$ cat src/rtl/switch_ctrl_2x2.sv
// ============================================================================
// Module   : switch_ctrl_2x2
// Purpose  : Arbiter/sequencer for one registered 2x2 crossbar element.
//            Optional packet locking enabled by defining SWITCH_CTRL_LOCK_EN.
// Revision : 1.0 - initial release
// ============================================================================
`default_nettype none

module switch_ctrl_2x2 #(
  parameter int LATENCY = 2,
  parameter bit RR_INIT = 1'b0
) (
  input  logic       clk,
  input  logic       rst_n,
  input  logic [1:0] in_valid,
  input  logic [1:0] in_dest,
  input  logic [1:0] in_last,
  input  logic [1:0] out_ready,
  output logic [1:0] in_grant,
  output logic       select,
  output logic [1:0] out_valid
);

  logic       r_rr;
  logic       r_sel_hold;
  logic [1:0] r_pipe [LATENCY];

  logic [1:0] w_gnt;
  logic [1:0] w_rdy;
  logic [1:0] w_route;
  logic       w_cfg;
  logic       w_rr_toggle;
  logic       w_locked;

`ifdef SWITCH_CTRL_LOCK_EN
  localparam logic [1:0] c_IDLE     = 2'd0;
  localparam logic [1:0] c_STRAIGHT = 2'd1;
  localparam logic [1:0] c_CROSS    = 2'd2;

  logic [1:0] r_state;
  logic [1:0] r_act;
  logic [1:0] w_state_nxt;
  logic [1:0] w_act_nxt;

  assign w_locked = (r_state != c_IDLE);

  always_comb begin
    w_act_nxt = r_act;
    if (w_gnt[0]) w_act_nxt[0] = ~in_last[0];
    if (w_gnt[1]) w_act_nxt[1] = ~in_last[1];
    w_state_nxt = c_IDLE;
    if (w_act_nxt != 2'b00) w_state_nxt = w_cfg ? c_CROSS : c_STRAIGHT;
  end

  always_ff @(posedge clk or negedge rst_n) begin
    if (!rst_n) begin
      r_state <= c_IDLE;
      r_act   <= 2'b00;
    end else begin
      r_state <= w_state_nxt;
      r_act   <= w_act_nxt;
    end
  end
`else
  logic w_unused_last;
  assign w_unused_last = ^in_last;
  assign w_locked      = 1'b0;
`endif

  // Config 0 routes left->out0/right->out1; config 1 swaps them.
  always_comb begin
    w_gnt       = 2'b00;
    w_cfg       = 1'b0;
    w_rr_toggle = 1'b0;
    w_rdy[0]    = out_ready[in_dest[0]];
    w_rdy[1]    = out_ready[in_dest[1]];
`ifdef SWITCH_CTRL_LOCK_EN
    if (w_locked) begin
      w_cfg    = (r_state == c_CROSS);
      w_gnt[0] = in_valid[0] && (in_dest[0] == w_cfg)  && w_rdy[0];
      w_gnt[1] = in_valid[1] && (in_dest[1] == !w_cfg) && w_rdy[1];
    end else
`endif
    if (in_valid == 2'b11 && in_dest[0] != in_dest[1]) begin
      w_cfg = in_dest[0];
      w_gnt = w_rdy;
    end else if (in_valid == 2'b11) begin
      w_cfg = in_dest[r_rr] ^ r_rr;
      if (w_rdy[r_rr]) begin
        w_gnt       = r_rr ? 2'b10 : 2'b01;
        w_rr_toggle = 1'b1;
      end
    end else if (in_valid[0]) begin
      w_cfg    = in_dest[0];
      w_gnt[0] = w_rdy[0];
    end else if (in_valid[1]) begin
      w_cfg    = ~in_dest[1];
      w_gnt[1] = w_rdy[1];
    end
    if (!rst_n) begin
      w_gnt       = 2'b00;
      w_rr_toggle = 1'b0;
    end
  end

  assign in_grant = w_gnt;
  assign select   = (w_locked || (w_gnt != 2'b00)) ? w_cfg : r_sel_hold;

  assign w_route[0] = (w_gnt[0] & ~in_dest[0]) | (w_gnt[1] & ~in_dest[1]);
  assign w_route[1] = (w_gnt[0] &  in_dest[0]) | (w_gnt[1] &  in_dest[1]);

  always_ff @(posedge clk or negedge rst_n) begin
    if (!rst_n) begin
      r_rr       <= RR_INIT;
      r_sel_hold <= 1'b0;
    end else begin
      if (w_rr_toggle) r_rr <= ~r_rr;
      if (w_gnt != 2'b00) r_sel_hold <= select;
    end
  end

  // Valid flags travel alongside the switch's data pipeline.
  always_ff @(posedge clk or negedge rst_n) begin
    if (!rst_n) begin
      for (int i = 0; i < LATENCY; i++) r_pipe[i] <= 2'b00;
    end else begin
      r_pipe[0] <= w_route;
      for (int i = 1; i < LATENCY; i++) r_pipe[i] <= r_pipe[i-1];
    end
  end

  assign out_valid = r_pipe[LATENCY-1];

endmodule

`default_nettype wire

$ cat config.mk
export PLATFORM = sky130hd
export DESIGN_NAME = switch_ctrl_2x2
export DESIGN_NICKNAME = d
export VERILOG_FILES = /design/src/rtl/switch_ctrl_2x2.sv
export SDC_FILE = /design/constraint.sdc
export NUM_CORES = 1
export LEC_CHECK = 0
export CELL_PAD_IN_SITES_DETAIL_PLACEMENT = 2
export CELL_PAD_IN_SITES_GLOBAL_PLACEMENT = 2
export CORE_ASPECT_RATIO = 0.8
export CORE_UTILIZATION = 24
export DETAILED_ROUTE_END_ITERATION = 7
export GPL_ROUTABILITY_DRIVEN = 1
export PLACE_DENSITY = 0.78
export SLEW_MARGIN = 20
export SYNTH_ARGS = -nofsm -noshare
export SYNTH_HDL_FRONTEND = slang
export SYNTH_SLANG_ARGS = --single-unit
$ cat constraint.sdc
create_clock -name clk -period 1.5 [get_ports clk]
set_clock_uncertainty 0.15 [all_clocks]
set_input_delay 0.15 -clock clk [delete_from_list [all_inputs] [get_ports clk]]
set_output_delay 0.15 -clock clk [all_outputs]
set_load 0.02 [all_outputs]
After elaboration in Yosys (flattened, before gate mapping)
Cells that the tools add are included.
{"block": "totals", "register_bits": 6, "output_inout_bits": 5, "inputBits": 10, "elab_cells": 46}
{"block": "op_classes", "n_eq_ne": 2, "bitwise_logic": 10, "reduce_logical": 2, "order_cmp": 3, "n_mux": 25}
{"operator": "1-bit two-way mux", "count": 20}
{"operator": "2-bit two-way mux", "count": 5}
{"operator": "1-bit by 2-bit < comparator with 1-bit output (second input constant)", "count": 3}
{"operator": "1-bit AND", "count": 4}
{"operator": "1-bit NOT", "count": 3}
{"operator": "2-bit == test (second input constant)", "count": 1}
{"operator": "1-bit bitwise OR", "count": 2}
{"operator": "2-bit nonzero test", "count": 1}
{"operator": "1-bit logical AND", "count": 1}
{"operator": "1-bit inequality test", "count": 1}
{"operator": "1-bit bitwise XOR", "count": 1}

Longest topological paths before layout
Gate-level depths: netlist (run 1).
{"block": "depth", "depth_word": 10, "ltp_mapped": 5, "ltp_nobuf": 4}

Worst setup path before layout (run 1)
OpenSTA, ideal clock, no wires.
{"block": "synth_path", "kind": "reg2out", "start": "register r_rr", "end": "output port select", "arrival_time_ps": 1449, "slack_ps": -249, "t_required_ps": 1200, "stages_incl_launch_ff": 5, "path_cell_list": "dfrtp_1 > nor2b_1 > a211oi_2 > nor3_2 > a31oi_1"}
{"block": "synth_between", "elab_chain_cells": 8, "elab_cells_between_ends": 14, "classes_between": "mux (12); bitwise (1); reduce/logical (1)"}
{"item": "start, declared", "line_no": "24", "source": "logic r_rr;"}
{"item": "start signal, assigned", "line_no": "117", "source": "if (w_rr_toggle) r_rr <= ~r_rr;"}
{"item": "1-bit two-way mux (not written as such) (2 in series)", "line_no": "89", "source": "if (w_rdy[r_rr]) begin"}
{"item": "2-bit two-way mux *", "line_no": "89"}
{"item": "2-bit two-way mux *", "line_no": "87", "source": "end else if (in_valid == 2'b11) begin"}
{"item": "2-bit two-way mux *", "line_no": "84", "source": "if (in_valid == 2'b11 && in_dest[0] != in_dest[1]) begin"}
{"item": "2-bit two-way mux *", "line_no": "100", "source": "if (!rst_n) begin"}
{"item": "net in_grant[1]", "line_no": "19", "source": "output logic [1:0] in_grant,"}
{"item": "2-bit nonzero test *", "line_no": "107", "source": "assign select = (w_locked || (w_gnt != 2'b00)) ? w_cfg : r_sel_hold;"}
{"item": "1-bit two-way mux *", "line_no": "107"}
{"item": "end, declared", "line_no": "20", "source": "output logic select,"}
Mark *: on every way through the listed nets, which the timed path passes. The rest lies on a longest branch. The select of a mux whose other input is x is not followed.

Final worst setup path (run 1)
{"block": "layout_path", "start": "register r_rr", "end": "output port select"}
{"block": "layout_between", "elab_chain_cells": 8, "elab_cells_between_ends": 14, "classes_between": "mux (12); bitwise (1); reduce/logical (1)"}
{"item": "1-bit two-way mux (not written as such) (2 in series)", "line_no": "89"}
{"item": "2-bit two-way mux", "line_no": "89"}
{"item": "2-bit two-way mux", "line_no": "87"}
{"item": "2-bit two-way mux", "line_no": "84"}
{"item": "2-bit two-way mux", "line_no": "100"}
{"item": "2-bit nonzero test", "line_no": "107"}
{"item": "1-bit two-way mux *", "line_no": "107"}
Mark *: on every way between the ends. The rest lies on a longest branch, timed or not. The select of a mux whose other input is x is not followed.

==> flow_summary.yaml, run 1 <==
floorplan:
  row_count: 12
  io_pins: 15
  start_util_pct: 27.2
  die_w_um: 47.5
  dieArea_mm2: 0.00182
  die_h_um: 38.4
  core-area_mm2: 0.00146
routing:
  drc: 0
  drt_wl_total_mm: 1.51
  viasPerCell: 4.52
  vias: 407
  firstDrtPassIters: 3
  wl_per_cell_um: 16.8
  drt_iter0_drc: 1
  ant_nets: 0
sta:
  slew_headroom_pct: 79.8
  period_share_pct: 124
  rsz0062_at_grt: "yes"
  finalSetupViolCount: 3
  timing.fmax_mhz: 539
  worst_slack_ps: -356
  hold_viol: 0
  drv_slew: 0
  tightest_slew_ps: 294
  min_period_ps: 1860
global_route:
  track_usage_pct: 21.0
  overflow: 0
  grt_pass1_vias: 490
  antenna_found_initial: 0
  grt_max_degree: 8
  top_usage_layer: "met2"
  use_met1_pct: 22.9
  grt_pass1_wl_mm: 2.41
  use_met2_pct: 37.7
  use_met3_pct: 7.08
cts:
  clockRootBuffer: "clkbuf_4"
  htreeDepth: 1
  worstSkewPairLatency_ps: 250
  cts_made_buffers: 3
  cts_tree: "done"
  cts_buffer_depth: 2
  cts.clk_slew.worst_paths_ps: 50
  cts_sinks: 6
cells_and_area:
  multi_input_comb_area_um2: 251
  mostFrequentLayoutCells: "buf_4 (15), buf_6 (7), dlygate4sd2_1 (6), dfrtp_1 (6)"
  finalNetCount: 81
  nFillCells: 159
  final_common_cell: "buf_4"
  stdcell_area_um2: 752
  seqCellArea_um2: 150
  diodes: 0
  final_layout_size_suffix_gt1_share_pct: 53.6
  final_core_util_pct: 51.6
  syn_to_final_growth_pct: 89.6
synth:
  syn_area_per_cell_um2: 10.7
  ys_warn_count: 0
  seq_area_frac_synth_pct: 37.9
  synthTopCellsByArea: "dfrtp_1 (38%), a311oi_4 (6.6%), mux2i_1 (5.0%)"
  ys_types: 22
  synth-seq-cells: 6
  netlist_instances: 37
  synthesis.area_um2: 397
  syn-num-nets: 47
  yosysTopAreaCell: "dfrtp_1"
  synth_top_area_share_pct: 37.9
run_status:
  violations: "negative setup slack"
  status: "finished, violations left"
placed_design:
  port_buffers: 12
  placed_area_um2: 658
  gp_congestion: 0.839
  post-dp-hpwl_mm: 1.20
critical_path:
  endpoint_kind: "output pin"
  cp-start-kind: "register"
  max_stage_delay_ps: 410
  crit_slowest_cell: "dfrtp_1"
  crit_arrival_ps: 1560
  timing.critical_path.buf_inv: 3
  path_cells: "buf_6, nor2b_4, a211oi_4, buf_4, nor3_2, a31oi_4, buf_6"
  crit_fanout: 2
  path_class: "reg -> out"
  critPathMostFrequentCell: "buf_6"
  cp_top_family: "buffers and inverters"
  crit_required_ps: 1200
job:
  drv_cap: 0
pwr:
  power_density_mw_per_mm2: 1000
  p_leak_nw: 0.374
  ir_worst_vdd_mv: 0.570
worst_hold_path:
  hold_class: "reg -> reg"
worst register-to-register path, delay by kind of cell, from the launching register on:
kind,cells,cell delay [ps]
AO/OA/AOI/OAI,2,160
buffers and inverters,2,280
flip-flops,1,410
AND/OR/NAND/NOR,2,360
where the power goes:
part | leakage (nW) | switching (W) | internal [W]
Sequential | 0.0775 | 0.0000203 | 0.000190
Combinational | 0.283 | 0.000171 | 0.000220
Clock | 0.0138 | 0.0000640 | 0.0000909
per-stage QoR:
| stage | setup WS [ps] | setup TNS, ps | std cells | power [W] | hold WS, ps |
|---|---|---|---|---|---|
| floorplan | -39.5 | -39.5 | 37 | 0.000360 | -296 |
| global placement | -1040 | -4010 | 82 | 0.000485 | 184 |
| detailed placement | -1140 | -4560 | 82 | 0.000509 | 188 |
| CTS | -330 | -777 | 90 | 0.000753 | 198 |
| global route | -420 | -1060 | 90 | 0.000798 | 209 |
| finish | -356 | -839 | 90 | 0.000755 | 198 |
flip-flops by register name (all words and copies together) (netlist names):
signal,count
out_valid,2
r_pipe,2
r_rr,1
r_sel_hold,1
Yosys cell counts:
library cell and n:
mux2i_1 2, or2_1 1, a211oi_2 1, xnor2_2 1, buf_6 1, nand3_1 2
buf_8 1, inv_1 2, nor2_1 1, nor3_2 1, nand2b_1 1, a32o_1 1
a311oi_4 1, o21ai_1 1, nor2b_1 1, nand2_1 4, a31oi_1 3, buf_4 2
o211ai_1 1, dfrtp_1 6, xor2_1 1, nor3b_1 2
routing by layer:
layer  wire [µm]  up-vias
li1            -      195
met1         624      199
met2         824       11
met3          47        2
met4          14        0
met5           0        -
cells by family after synthesis:
family | count (synthesis) | synth area share [%]
AOI/OAI and AO/OA | 8 | 20.2
xor gates and xnor gates | 2 | 6.31
muxes | 2 | 5.05
and+or+nand+nor | 13 | 18.3
buffers and inverters | 6 | 12.3
DFF | 6 | 37.9
final cells by class:
| type | count | area share [%] |
|---|---|---|
| clock buffer | 3 | 3.00 |
| multi-input combinational | 25 | 33.4 |
| sequential | 6 | 20.0 |
| inverter | 2 | 0.998 |
| tap | 21 | 3.49 |
| timing repair buffer | 33 | 39.1 |
worst paths after layout:
path                            from           end  slack [ps]  depth (start not counted)
max                             r_rr        select        -360                          7
min                        r_pipe[3]  out_valid[1]         200                          0
max reg2reg                     r_rr    r_sel_hold          20                          6
min reg2reg                r_pipe[3]  out_valid[1]         200                          0
max in group asynchronous      rst_n  out_valid[0]         660                          3
min in group asynchronous      rst_n          r_rr         420                          3
what timing repair did:
| action | 4_1_cts | 5_1_grt |
|---|---|---|
| resized for setup | 33 | 5 |
| pin swaps | 5 | 2 |
| hold buffers | 1 | 0 |
| setup buffers | 5 | 1 |
| endpoints found under the setup margin | 7 | 8 |
| hold endpoints to repair | 6 | 0 |
Power figures use the tool's default switching activity.
==> run 2: changes to the inputs <==
CTS_CLUSTER_SIZE = 28   (was default)
==> results of run 2 <==
The final DEF is identical to that of run 1; final timing and power are the same.
